$ cat src/rtl/qbus_pkg.sv
// Shared types and defaults for the Q-bus master sequencer.
// State encoding, default timeout constants and the transaction kind.
package qbus_pkg;

   localparam int unsigned QBUS_TMO_W_DEF   = 6;
   localparam int unsigned QBUS_TMO_CYC_DEF = 63;

   typedef enum logic [2:0] {
      S_IDLE     = 3'd0,
      S_SETUP    = 3'd1,
      S_DATA     = 3'd2,
      S_END      = 3'd3,
      S_ERR      = 3'd4,
      S_RMW_HOLD = 3'd5
   } state_e;

   typedef enum logic [1:0] {
      RD  = 2'd0,
      WR  = 2'd1,
      WRB = 2'd2,
      RMW = 2'd3
   } kind_e;

   function automatic logic kind_is_write(kind_e k);
      return (k == WR) || (k == WRB);
   endfunction

endpackage

$ cat src/rtl/qbus_tmo_cnt.sv
// Loadable down-counter with clock enable, synchronous clear and zero flag.
// Used for both the address-setup hold and the RPLY timeout.
module qbus_tmo_cnt #(
   parameter int unsigned W = 6
) (
   input  logic         clk_i,
   input  logic         clr_i,
   input  logic         ce_i,
   input  logic         load_i,
   input  logic [W-1:0] load_val_i,
   input  logic         dec_i,
   output logic         zero_o
);

   logic [W-1:0] cnt_q, cnt_d;

   always_comb begin
      cnt_d = cnt_q;
      if (clr_i) begin
         cnt_d = '0;
      end else if (ce_i) begin
         if (load_i) begin
            cnt_d = load_val_i;
         end else if (dec_i && (cnt_q != '0)) begin
            cnt_d = cnt_q - W'(1);
         end
      end
   end

   always_ff @(posedge clk_i) begin
      cnt_q <= cnt_d;
   end

   assign zero_o = (cnt_q == '0);

endmodule

$ cat src/rtl/qbus_master_seq.sv
// MPI/Q-bus master transaction sequencer: DATI, DATO, DATOB with RPLY timeout.
// Define QBUS_RMW_EN to add the DATIO read-modify-write cycle (req_rmw/rmw_go/rmw_wait_o).
module qbus_master_seq
   import qbus_pkg::*;
#(
   parameter int unsigned AW        = 16,
   parameter int unsigned DW        = 16,
   parameter int unsigned TMO_W     = QBUS_TMO_W_DEF,
   parameter int unsigned TMO_CYC   = QBUS_TMO_CYC_DEF,
   parameter int unsigned SETUP_CYC = 1
) (
   input  logic          clk,
   input  logic          reset,
   input  logic          ce,
   input  logic          req_rd,
   input  logic          req_wr,
   input  logic          req_byte,
`ifdef QBUS_RMW_EN
   input  logic          req_rmw,
   input  logic          rmw_go,
   output logic          rmw_wait_o,
`endif
   input  logic [AW-1:0] addr_i,
   input  logic [DW-1:0] wdata_i,
   input  logic [DW-1:0] data_i,
   output logic [DW-1:0] rdata_o,
   output logic [DW-1:0] wdata_o,
   output logic          busy_o,
   output logic          done_o,
   output logic          err_o,
   output logic [AW-1:0] addr_o,
   output logic          SYNC,
   output logic          DIN,
   output logic          DOUT,
   output logic          WTBT,
   output logic          BSY,
   input  logic          RPLY
);

   localparam int unsigned SW = (SETUP_CYC > 1) ? $clog2(SETUP_CYC) : 1;

   state_e        state_q, state_d;
   kind_e         kind_q, kind_d, req_kind;
   logic [AW-1:0] addr_q, addr_d;
   logic [DW-1:0] wdat_q, wdat_d, rdata_q, rdata_d;
   logic          sync_q, din_q, dout_q, wtbt_q, done_q, err_q;
   logic          sync_d, din_d, dout_d, wtbt_d, done_d, err_d;
   logic          req_any;
   logic          set_load, set_dec, set_zero, tmo_load, tmo_dec, tmo_zero;
`ifdef QBUS_RMW_EN
   logic          rmw_wait_q, rmw_wait_d;
`endif

   always_comb begin
      req_kind = WR;
      req_any  = req_rd | req_wr;
`ifdef QBUS_RMW_EN
      req_any  = req_any | req_rmw;
`endif
      if (req_rd) req_kind = RD;
`ifdef QBUS_RMW_EN
      else if (req_rmw) req_kind = RMW;
`endif
      else if (req_byte) req_kind = WRB;
   end

   always_comb begin
      state_d  = state_q;
      kind_d   = kind_q;
      addr_d   = addr_q;
      wdat_d   = wdat_q;
      rdata_d  = rdata_q;
      done_d   = 1'b0;
      set_load = 1'b0;
      set_dec  = 1'b0;
      tmo_load = 1'b0;
      tmo_dec  = 1'b0;
      case (state_q)
         S_IDLE: begin
            // A slave still holding RPLY has not released the bus yet.
            if (req_any && !RPLY) begin
               kind_d   = req_kind;
               addr_d   = addr_i;
               wdat_d   = wdata_i;
               set_load = 1'b1;
               state_d  = S_SETUP;
            end
         end
         S_SETUP: begin
            if (set_zero) begin
               tmo_load = 1'b1;
               state_d  = S_DATA;
            end else begin
               set_dec = 1'b1;
            end
         end
         S_DATA: begin
            // RPLY is tested first so a reply on the final count still succeeds.
            if (RPLY) begin
               if (!kind_is_write(kind_q)) rdata_d = data_i;
`ifdef QBUS_RMW_EN
               state_d = (kind_q == RMW) ? S_RMW_HOLD : S_END;
`else
               state_d = S_END;
`endif
            end else if (tmo_zero) begin
               state_d = S_ERR;
            end else begin
               tmo_dec = 1'b1;
            end
         end
         S_END: begin
            if (!RPLY) begin
               done_d  = 1'b1;
               state_d = S_IDLE;
            end
         end
         S_ERR: state_d = S_IDLE;
`ifdef QBUS_RMW_EN
         S_RMW_HOLD: begin
            if (!RPLY && rmw_go) begin
               wdat_d   = wdata_i;
               kind_d   = WR;
               tmo_load = 1'b1;
               state_d  = S_DATA;
            end
         end
`endif
         default: state_d = S_IDLE;
      endcase
   end

   // Bus strobes are decoded from the next state and registered.
   always_comb begin
      sync_d = (state_d == S_SETUP) || (state_d == S_DATA) || (state_d == S_END) ||
               (state_d == S_RMW_HOLD);
      din_d  = (state_d == S_DATA) && !kind_is_write(kind_d);
      dout_d = (state_d == S_DATA) && kind_is_write(kind_d);
      wtbt_d = ((state_d == S_SETUP) || (state_d == S_DATA)) && (kind_d == WRB);
      err_d  = (state_d == S_ERR);
`ifdef QBUS_RMW_EN
      rmw_wait_d = (state_d == S_RMW_HOLD);
`endif
   end

   always_ff @(posedge clk) begin
      if (reset) begin
         state_q <= S_IDLE;
         kind_q  <= RD;
         addr_q  <= '0;
         wdat_q  <= '0;
         rdata_q <= '0;
         sync_q  <= 1'b0;
         din_q   <= 1'b0;
         dout_q  <= 1'b0;
         wtbt_q  <= 1'b0;
         done_q  <= 1'b0;
         err_q   <= 1'b0;
`ifdef QBUS_RMW_EN
         rmw_wait_q <= 1'b0;
`endif
      end else if (ce) begin
         state_q <= state_d;
         kind_q  <= kind_d;
         addr_q  <= addr_d;
         wdat_q  <= wdat_d;
         rdata_q <= rdata_d;
         sync_q  <= sync_d;
         din_q   <= din_d;
         dout_q  <= dout_d;
         wtbt_q  <= wtbt_d;
         done_q  <= done_d;
         err_q   <= err_d;
`ifdef QBUS_RMW_EN
         rmw_wait_q <= rmw_wait_d;
`endif
      end
   end

   qbus_tmo_cnt #(
      .W (SW)
   ) u_setup_cnt (
      .clk_i      (clk),
      .clr_i      (reset),
      .ce_i       (ce),
      .load_i     (set_load),
      .load_val_i (SW'(SETUP_CYC - 1)),
      .dec_i      (set_dec),
      .zero_o     (set_zero)
   );

   // Loaded with TMO_CYC-1 so the zero flag marks the last permitted DATA cycle.
   qbus_tmo_cnt #(
      .W (TMO_W)
   ) u_tmo_cnt (
      .clk_i      (clk),
      .clr_i      (reset),
      .ce_i       (ce),
      .load_i     (tmo_load),
      .load_val_i (TMO_W'(TMO_CYC - 1)),
      .dec_i      (tmo_dec),
      .zero_o     (tmo_zero)
   );

   assign busy_o  = (state_q != S_IDLE);
   assign done_o  = done_q;
   assign err_o   = err_q;
   assign addr_o  = addr_q;
   assign rdata_o = rdata_q;
   assign wdata_o = wdat_q;
   assign SYNC    = sync_q;
   assign BSY     = sync_q;
   assign DIN     = din_q;
   assign DOUT    = dout_q;
   assign WTBT    = wtbt_q;
`ifdef QBUS_RMW_EN
   assign rmw_wait_o = rmw_wait_q;
`endif

endmodule

$ cat config.mk
export PLATFORM = sky130hd
export DESIGN_NAME = qbus_master_seq
export DESIGN_NICKNAME = d
export VERILOG_FILES = /design/src/rtl/qbus_pkg.sv /design/src/rtl/qbus_tmo_cnt.sv /design/src/rtl/qbus_master_seq.sv
export SDC_FILE = /design/constraint.sdc
export NUM_CORES = 1
export LEC_CHECK = 0
export ABC_AREA = 1
export BUFFER_PORTS_ARGS = -buffer_cell sky130_fd_sc_hd__buf_2
export CORE_MARGIN = 8
export CORE_UTILIZATION = 45
export DETAILED_ROUTE_END_ITERATION = 7
export GPL_ROUTABILITY_DRIVEN = 1
export PLACE_DENSITY_LB_ADDON = 0.12
export SYNTH_ARGS = -nofsm -noshare
export SYNTH_HDL_FRONTEND = slang
export SYNTH_SLANG_ARGS = --single-unit
$ cat constraint.sdc
create_clock -name clk -period 2 [get_ports clk]
set_input_delay 0.3 -clock clk [delete_from_list [all_inputs] [get_ports clk]]
set_output_delay 0.3 -clock clk [all_outputs]
set_load 0.01 [all_outputs]
Yosys cells after proc, flatten, opt, wreduce, memory -nomap -nowiden
Index checks and enable logic that the tools add are counted.

Register bits after elaboration: 66. Bits in latches: 0. Memory bits (writable): 0. ROM bits: 0. Bits of input ports: 55. Output and inout port bits: 56. Word-level logic and storage cells: 77. Memories kept: 0.

Add/sub/neg operators: 2. Multiply operators: 0. Divide/modulo/power cells: 0. Order comparisons: 0. Eq/ne operators: 12. Shift-type cells: 0. Mux-type cells: 25. Bitwise operators: 2. Reductions and logical operators: 23.

Operator list (number): 2-to-1 mux 3 bit (5); 2-to-1 mux 1 bit (13); equality test 3 x 2 -> 1 bit (second input constant) (4); 2-to-1 mux 6 bit (2); one-hot mux 3 bit (4 select lines) (1); 2-to-1 mux 2 bit (4); equality test 3 x 1 -> 1 bit (second input constant) (2); equality test 3 bit (second input constant) (2); logical AND 1 bit (6); zero test 6 bit (1); nonzero test 6 bit (1); subtractor 6 x 1 -> 6 bit (second input constant) (1); logical OR 1 bit (5); equality test 2 x 1 -> 1 bit (second input constant) (2); equality test 2 bit (second input constant) (2); AND reduction 2 bit (2); AND reduction 4 bit (1); nonzero test 2 bit (2); zero test 3 bit (1); AND reduction 3 bit (1); nonzero test 3 bit (1); zero test 1 bit (2); inverter 1 bit (1); OR 1 bit (1); subtractor 1 bit (second input constant) (1).

Logic depth before layout (Yosys ltp)
Gate-level depths: netlist (run 1).

Depth after elaboration: 8. Mapped depth: 13. Gate-level depth less buffers: 11.

By module
A second synthesis (run 1) with hierarchy kept.

Cells, all modules: 378. Area, all modules: 2826.5 µm².

Modules (own cells, without submodules): qbus_master_seq (times used 1, cells an instance 305, area an instance 2348.5 µm², seq. area each 1181.1 µm²); qbus_tmo_cnt (u_tmo_cnt) (times used 1, cells an instance 67, area an instance 431.7 µm², seq. area each 120.1 µm²); qbus_tmo_cnt (u_setup_cnt) (times used 1, cells an instance 6, area an instance 46.3 µm², seq. area each 20.0 µm²).

Worst setup path before layout (run 1)
Ideal clock, no wire load.

Kind: register to register. From: reg state_q[1]. To: reg dout_q, in the netlist DOUT. Library setup time: 0.073 ns. Arrival time: 1.700 ns. Required time: 1.927 ns. Setup slack: 0.227 ns. Cell stages (with the launch flop): 13. Buffers on the path: 2. Period minus slack after synthesis: 1.773 ns. Cells stage by stage: dfxtp_1 > nor2_4 > nand2_2 > nor2_4 > buf_6 > buf_8 > nand2_1 > o21ai_0 > inv_1 > ha_1 > nor2_1 > nand2_1 > a21oi_1.

Word-level cells in the longest chain between the ends: 5. Elaborated cells on any way between the ends: 16. Those cells by class: eq/ne: 6; mux: 7; reduce/logical: 3.

Ends and longest elaborated chain: start: declaration (RTL line qbus_master_seq.sv:42) `state_e state_q, state_d;`; start signal: assignment (RTL line qbus_master_seq.sv:163) `state_q <= state_d;`; 2-to-1 mux 3 bit / zero test 3 bit (equally long branches) (RTL line qbus_master_seq.sv:106, qbus_master_seq.sv:78); 2-to-1 mux 3 bit / 2-to-1 mux 2 bit (equally long branches) (RTL line qbus_master_seq.sv:99, qbus_master_seq.sv:78); one-hot mux 3 bit (4 select lines), or another cell as far along (RTL line qbus_master_seq.sv:78) `case (state_q)`; equality test 3 x 2 -> 1 bit / logical OR 1 bit (equally long branches) (RTL line qbus_master_seq.sv:138, qbus_pkg.sv:25); logical AND 1 bit * (RTL line qbus_master_seq.sv:138) `dout_d = (state_d == S_DATA) && kind_is_write(kind_d);`; end signal: assignment (RTL line qbus_master_seq.sv:170) `dout_q <= dout_d;`; end: declaration (RTL line qbus_master_seq.sv:46) `logic sync_q, din_q, dout_q, wtbt_q, done_q, err_q;`.

Mark *: on every way between the ends. The rest lies on a longest branch, timed or not. A chain may end at the register's enable or synchronous reset.

Worst setup path after layout (run 1)
From: reg state_q[1]. To: reg rdata_q[5], in the netlist rdata_o[5].

Word-level cells in the longest chain between the ends: 2.

Ends and longest elaborated chain: equality test 3 x 2 -> 1 bit (RTL line qbus_master_seq.sv:78); AND reduction 4 bit (no line); end signal: assignment (RTL line qbus_master_seq.sv:167) `rdata_q <= rdata_d;`; end: declaration (RTL line qbus_master_seq.sv:45) `logic [DW-1:0] wdat_q, wdat_d, rdata_q, rdata_d;`.

Every way passes these cells.

==> results_dict.tcl, run 1 <==
set metrics [dict create \
    ir_drop_mv 0.504 \
    period_share_pct 83.9 \
    cts_setup_buffers 0 \
    path_class "flop to flop" \
    grt_max_degree 44 \
    cts_tree "done" \
    switching_share_pct 26.9 \
    total_power_mw 2.95 \
    grt_antenna_before_repair 1 \
    tns_ns 0 \
    grt_pass1_wl_um 12500 \
    p_seq_share_pct 47.7 \
    yosysWarnings 0 \
    drt_wl_total_um 7510 \
    internal-power_mw 2.16 \
    antenna_left 0 \
    worst_clock_skew_ns 0.00739 \
    ys_seq_elements 66 \
    dieArea_um2 9470 \
    n_antenna_cell 0 \
    status "finished clean" \
    die_x_um 97.3 \
    drc_errors 0 \
    cts_made_buffers 9 \
    rsz0062_at_grt "false" \
    num_vias 2647 \
    clock_latency_ns 0.34 \
    nFillCells 629 \
    slew_headroom_pct 59.1 \
    netlist_area_um2 2980 \
    fin_crit_ns 1.68 \
    switchingPower_mw 0.792 \
    cap_violations 0 \
    rows 29 \
    syn-num-nets 412 \
    finalWorstSetupSlack_ns 0.321 \
    syn2layout_area_growth_pct 25.1 \
    hold_viol 0 \
    timing.fmax_mhz 596 \
    drive_above_1_share_pct 42.5 \
    grt_pass1_vias 2684 \
    die_height_um 97.3 \
    io_buffers 110 \
    hp-class "primary input to flop" \
    synth_cell_type_count 25 \
    clockBufferDepth 2 \
    cts-hold-fix-buffers 0 \
    ys_seq_area_share_pct 44.4 \
    grt.overflow.total 0 \
    start_util_pct 46.6 \
    endpoint_kind "flop" \
    dp_hpwl_um 5410 \
    cp.required_ns 2.20 \
    fin_nets 517 \
    p_leak_nw 1.61 \
    clkSlewWorstSetupHoldPaths_ns 0.07 \
    grt.total_usage_pct 15.8 \
    syn_avg_cell_area_um2 8.40 \
    arrival_ns 1.88 \
    critPathMaxFanout 32 \
    pre_cts_ws_ns 0.366 \
    dr.pass1.iters 4 \
    gp_congestion 0.745 \
    crit_path_start_kind "flop" \
    multi_input_area_um2 1370 \
    tightest_slew_ns 0.614 \
    regArea_um2 1320 \
    htree_num_levels 3 \
    syn_inst 354 \
    mostFrequentLayoutCell "buf_2" \
    coreArea_um2 6390 \
    finalSetupViolations 0 \
    clock_tree.root_cell "clkbuf_8" \
    clock_sinks 66 \
    final_cell_mix "buf_2, dfxtp_1, nand2_1, a21oi_1, inv_1" \
    cts_resized 0 \
    powerDensity_nw_per_um2 792 \
    clkPwrFrac_pct 37.4 \
    vias_per_cell 4.89 \
    pwr-share-comb_pct 14.9 \
    first_iter_violations 114 \
    io_pins 111 \
    drv_slew 0 \
    wire_per_inst_um 13.9 \
]
## per-stage QoR
step | area [µm²] | instances | utilization [%] | hold WS (ns)
after floorplan | 2980 | 354 | - | 0.428
after global placement | 3530 | 525 | 55.2 | 0.426
after detailed placement | 3530 | 525 | 55.2 | 0.430
after CTS | 3720 | 541 | 58.3 | 0.201
after global routing | 3720 | 541 | 58.3 | 0.195
final | 3720 | 541 | 58.3 | 0.217
## synthesized netlist by cell type
| cell | n | area (µm²) |
|---|---|---|
| nand4_1 | 2 | 12.5 |
| nand2_2 | 3 | 18.8 |
| buf_8 | 1 | 15.0 |
| nor2_1 | 10 | 37.5 |
| inv_2 | 1 | 3.75 |
| clkbuf_1 | 9 | 33.8 |
| nand3_2 | 29 | 290 |
| a21oi_2 | 26 | 228 |
| nand3_1 | 22 | 110 |
| buf_6 | 1 | 11.3 |
| o21ai_0 | 24 | 120 |
| ha_1 | 3 | 37.5 |
| or2_2 | 3 | 18.8 |
| nor2_4 | 2 | 22.5 |
| inv_1 | 32 | 120 |
| xnor2_1 | 1 | 8.76 |
| nand2_1 | 64 | 240 |
| buf_2 | 6 | 30.0 |
| a21oi_1 | 38 | 190 |
| buf_12 | 2 | 40.0 |
| nor2_2 | 2 | 12.5 |
| nand3b_1 | 1 | 7.51 |
| o211ai_1 | 2 | 15.0 |
| dfxtp_1 | 66 | 1320 |
| buf_4 | 4 | 30.0 |
## power by group through the flow
stage,clock [mW],sequential [mW],combinational [mW]
after floorplan,0,1.45,0.288
after global placement,0,1.43,0.440
after detailed placement,0,1.44,0.444
after CTS,1.14,1.41,0.446
after global routing,1.19,1.41,0.495
final,1.10,1.41,0.440
## flip-flops by register name (all words and copies together), names as in the netlist, 2 cells and up
name,flops
wdata_o,16
addr_o,16
kind_q,2
state_q,3
u_tmo_cnt.cnt_q,6
rdata_o,16
## final cells by class
class,count,share of cell area [%]
clock buffer,12,3.90
sequential,66,35.5
multi-input combinational,232,36.8
timing repair buffer,117,16.5
inverter,33,3.33
clock inverter,4,1.38
tap,77,2.59
## worst max-delay path, cell delays in order (launching register included)
cell and delay, ns:
dfxtp_1 0.44, nand3_1 0.15, inv_1 0.12, nand3_2 0.42
o21ai_0 0.33, a21oi_1 0.07
## final timing paths
path | endpoint | slack (ns) | depth (start not counted) | from
worst max-delay path | rdata_o[5] | 0.32 | 5 | state_q[1]
worst max register to register | rdata_o[5] | 0.32 | 5 | state_q[1]
worst min register to register | rdata_o[4] | 0.44 | 2 | rdata_o[4]
worst min-delay path | addr_o[15] | 0.22 | 3 | addr_i[15]
## cell families (layout without fill, tap and decap cells)
kind of cell / after synthesis / in the layout / synth area share (%)
and+or+nand+nor: 138 / 138 / 25.9
AOI/OAI and AO/OA: 90 / 90 / 18.6
DFF: 66 / 66 / 44.4
buffers and inverters: 56 / 166 / 9.55
adders and majority gates: 3 / 3 / 1.26
xor gates and xnor gates: 1 / 1 / 0.294
## metal layers
layer | routed length [µm] | vias up | global-route usage, %
met5 | 13 | - | 0
met4 | 77 | 2 | 4.90
met2 | 3680 | 72 | 26.7
met1 | 3130 | 1189 | 16.5
li1 | - | 1375 | -
met3 | 613 | 9 | 8.32
(Power assumes the default switching activity.)
==> run 2: changes to the inputs <==
Clock period 2 ns to 1.6 ns, I/O delays scaled along.
==> run 2 against run 1 <==
- fmax grew 7.6%
- sequential power rose by 24%
- largest cell class unchanged
- clock skew is 0.00095 ns higher
- clock power grew 17%
- register-to-register slack worse by 0.28 ns
- critical path depth grew 5
- via count up 4.0%
- sequential share of layout area down 0.84 points
- flip-flop and latch count stayed put
- highest routed layer is now met4
==> results_dict.tcl, run 2 (same netlist as run 1, synthesis figures left out) <==
set metrics [dict create \
    critPathMaxFanout 7 \
    period_share_pct 97.5 \
    io_pins 111 \
    n_antenna_cell 0 \
    grt_pass1_vias 2811 \
    fin_crit_ns 1.56 \
    hold_viol 0 \
    endpoint_kind "flop" \
    dp_hpwl_um 5590 \
    tightest_slew_ns 0.373 \
    grt.total_usage_pct 16.1 \
    clock_latency_ns 0.33 \
    timing.fmax_mhz 641 \
    finalSetupViolations 0 \
    arrival_ns 1.82 \
    startpoint "state_q[1]" \
    coreArea_um2 6390 \
    dr.pass1.iters 4 \
    cp.required_ns 1.86 \
    final_cell_mix "buf_2, dfxtp_1, nand2_1, a21oi_1, inv_1" \
    clkSlewWorstSetupHoldPaths_ns 0.07 \
    worstReg2RegStart "state_q[1]" \
    num_vias 2753 \
    clockBufferDepth 2 \
    dp.cells 533 \
    clock_tree.root_cell "clkbuf_8" \
    antenna_left 0 \
    htree_num_levels 3 \
    mostFrequentLayoutCell "buf_2" \
    ir_drop_mv 0.531 \
    finalWorstSetupSlack_ns 0.0404 \
    pre_cts_ws_ns 0.0334 \
    slew_headroom_pct 75.2 \
    cap_violations 0 \
    tns_ns 0 \
    drv_slew 0 \
    hp-start "addr_i[8]" \
    p_leak_nw 1.66 \
    path_class "flop to flop" \
    die_height_um 97.3 \
    grt_max_degree 33 \
    dieArea_um2 9470 \
    die_x_um 97.3 \
    cts_made_buffers 9 \
    powerDensity_nw_per_um2 951 \
    fin_nets 528 \
    status "finished clean" \
    crit_path_start_kind "flop" \
    hp-class "primary input to flop" \
    grt_antenna_before_repair 0 \
    syn2layout_area_growth_pct 28.7 \
    grt_pass1_wl_um 13000 \
    io_buffers 110 \
    worst_clock_skew_ns 0.00834 \
    first_iter_violations 152 \
    grt.overflow.total 0 \
    clock_sinks 66 \
    drive_above_1_share_pct 45.1 \
    start_util_pct 46.6 \
    drt_wl_total_um 7590 \
    rows 29 \
    rsz0062_at_grt "true" \
    vias_per_cell 4.99 \
    wire_per_inst_um 13.8 \
    gp_congestion 0.832 \
    fin_cells 552 \
    cts_tree "done" \
    drc_errors 0 \
]
==> run 2: cell count changes in the layout (fill, tap and decap cells not counted), moves of 2 or more <==
cell,before,now
buf_4,6,16
clkbuf_8,10,12
dfxtp_1,66,64
o21ai_0,24,22
==> run 2: worst paths after layout <==
kind	to	slack (ns)	depth (start not counted)
max	DOUT	0.04	10
min	addr_o[8]	0.16	3
max reg2reg	DOUT	0.04	10
min reg2reg	rdata_o[5]	0.44	2
==> run 2: final cells by class <==
| class | instances | area (µm²) |
|---|---|---|
| Inverter | 33 | 124 |
| Clock buffer | 14 | 173 |
| Fill cell | 589 | 2560 |
| Clock inverter | 2 | 10.0 |
| Tap cell | 77 | 96.3 |
| Timing Repair Buffer | 128 | 702 |
| Sequential cell | 66 | 1330 |
| Multi-Input combinational cell | 232 | 1400 |
==> run 2: stage by stage <==
stage	area (µm²)	total power [mW]	hold WS (ns)	util (%)
floorplan	2980	2.18	0.390	-
CTS	3780	3.66	0.151	59.1
global placement	3590	2.36	0.427	56.3
finish	3830	3.64	0.163	60.0
detailed placement	3590	2.37	0.435	56.3
global route	3830	3.83	0.156	60.0
==> run 2: metal layers <==
layer | up-vias | wire [µm] | global-route usage, %
met5 | - | 0 | 0
met4 | 0 | 99 | 6.64
met3 | 8 | 724 | 6.90
met2 | 87 | 3400 | 25.7
met1 | 1256 | 3370 | 18.5
li1 | 1402 | - | -
==> run 2: timing repair <==
item / in CTS / in global routing
setup endpoints to repair: 0 / 4
resized for setup: 0 / 7
hold buffers: 0 / 0
setup buffers: 0 / 3
==> run 2: where the power goes <==
| part | switching [mW] | internal (mW) |
|---|---|---|
| logic | 0.348 | 0.254 |
| registers | 0.0416 | 1.71 |
| clock network | 0.599 | 0.687 |
==> run 2: critical path, stage by stage (launching register included) <==
cell     delay (ns)
dfxtp_4        0.36
nor2_4         0.16
nand2_4        0.07
nor2_4         0.19
nand2_1        0.07
o21ai_1        0.08
inv_1          0.08
ha_4           0.22
nor2_2         0.09
nand2_1        0.07
a21oi_2        0.12
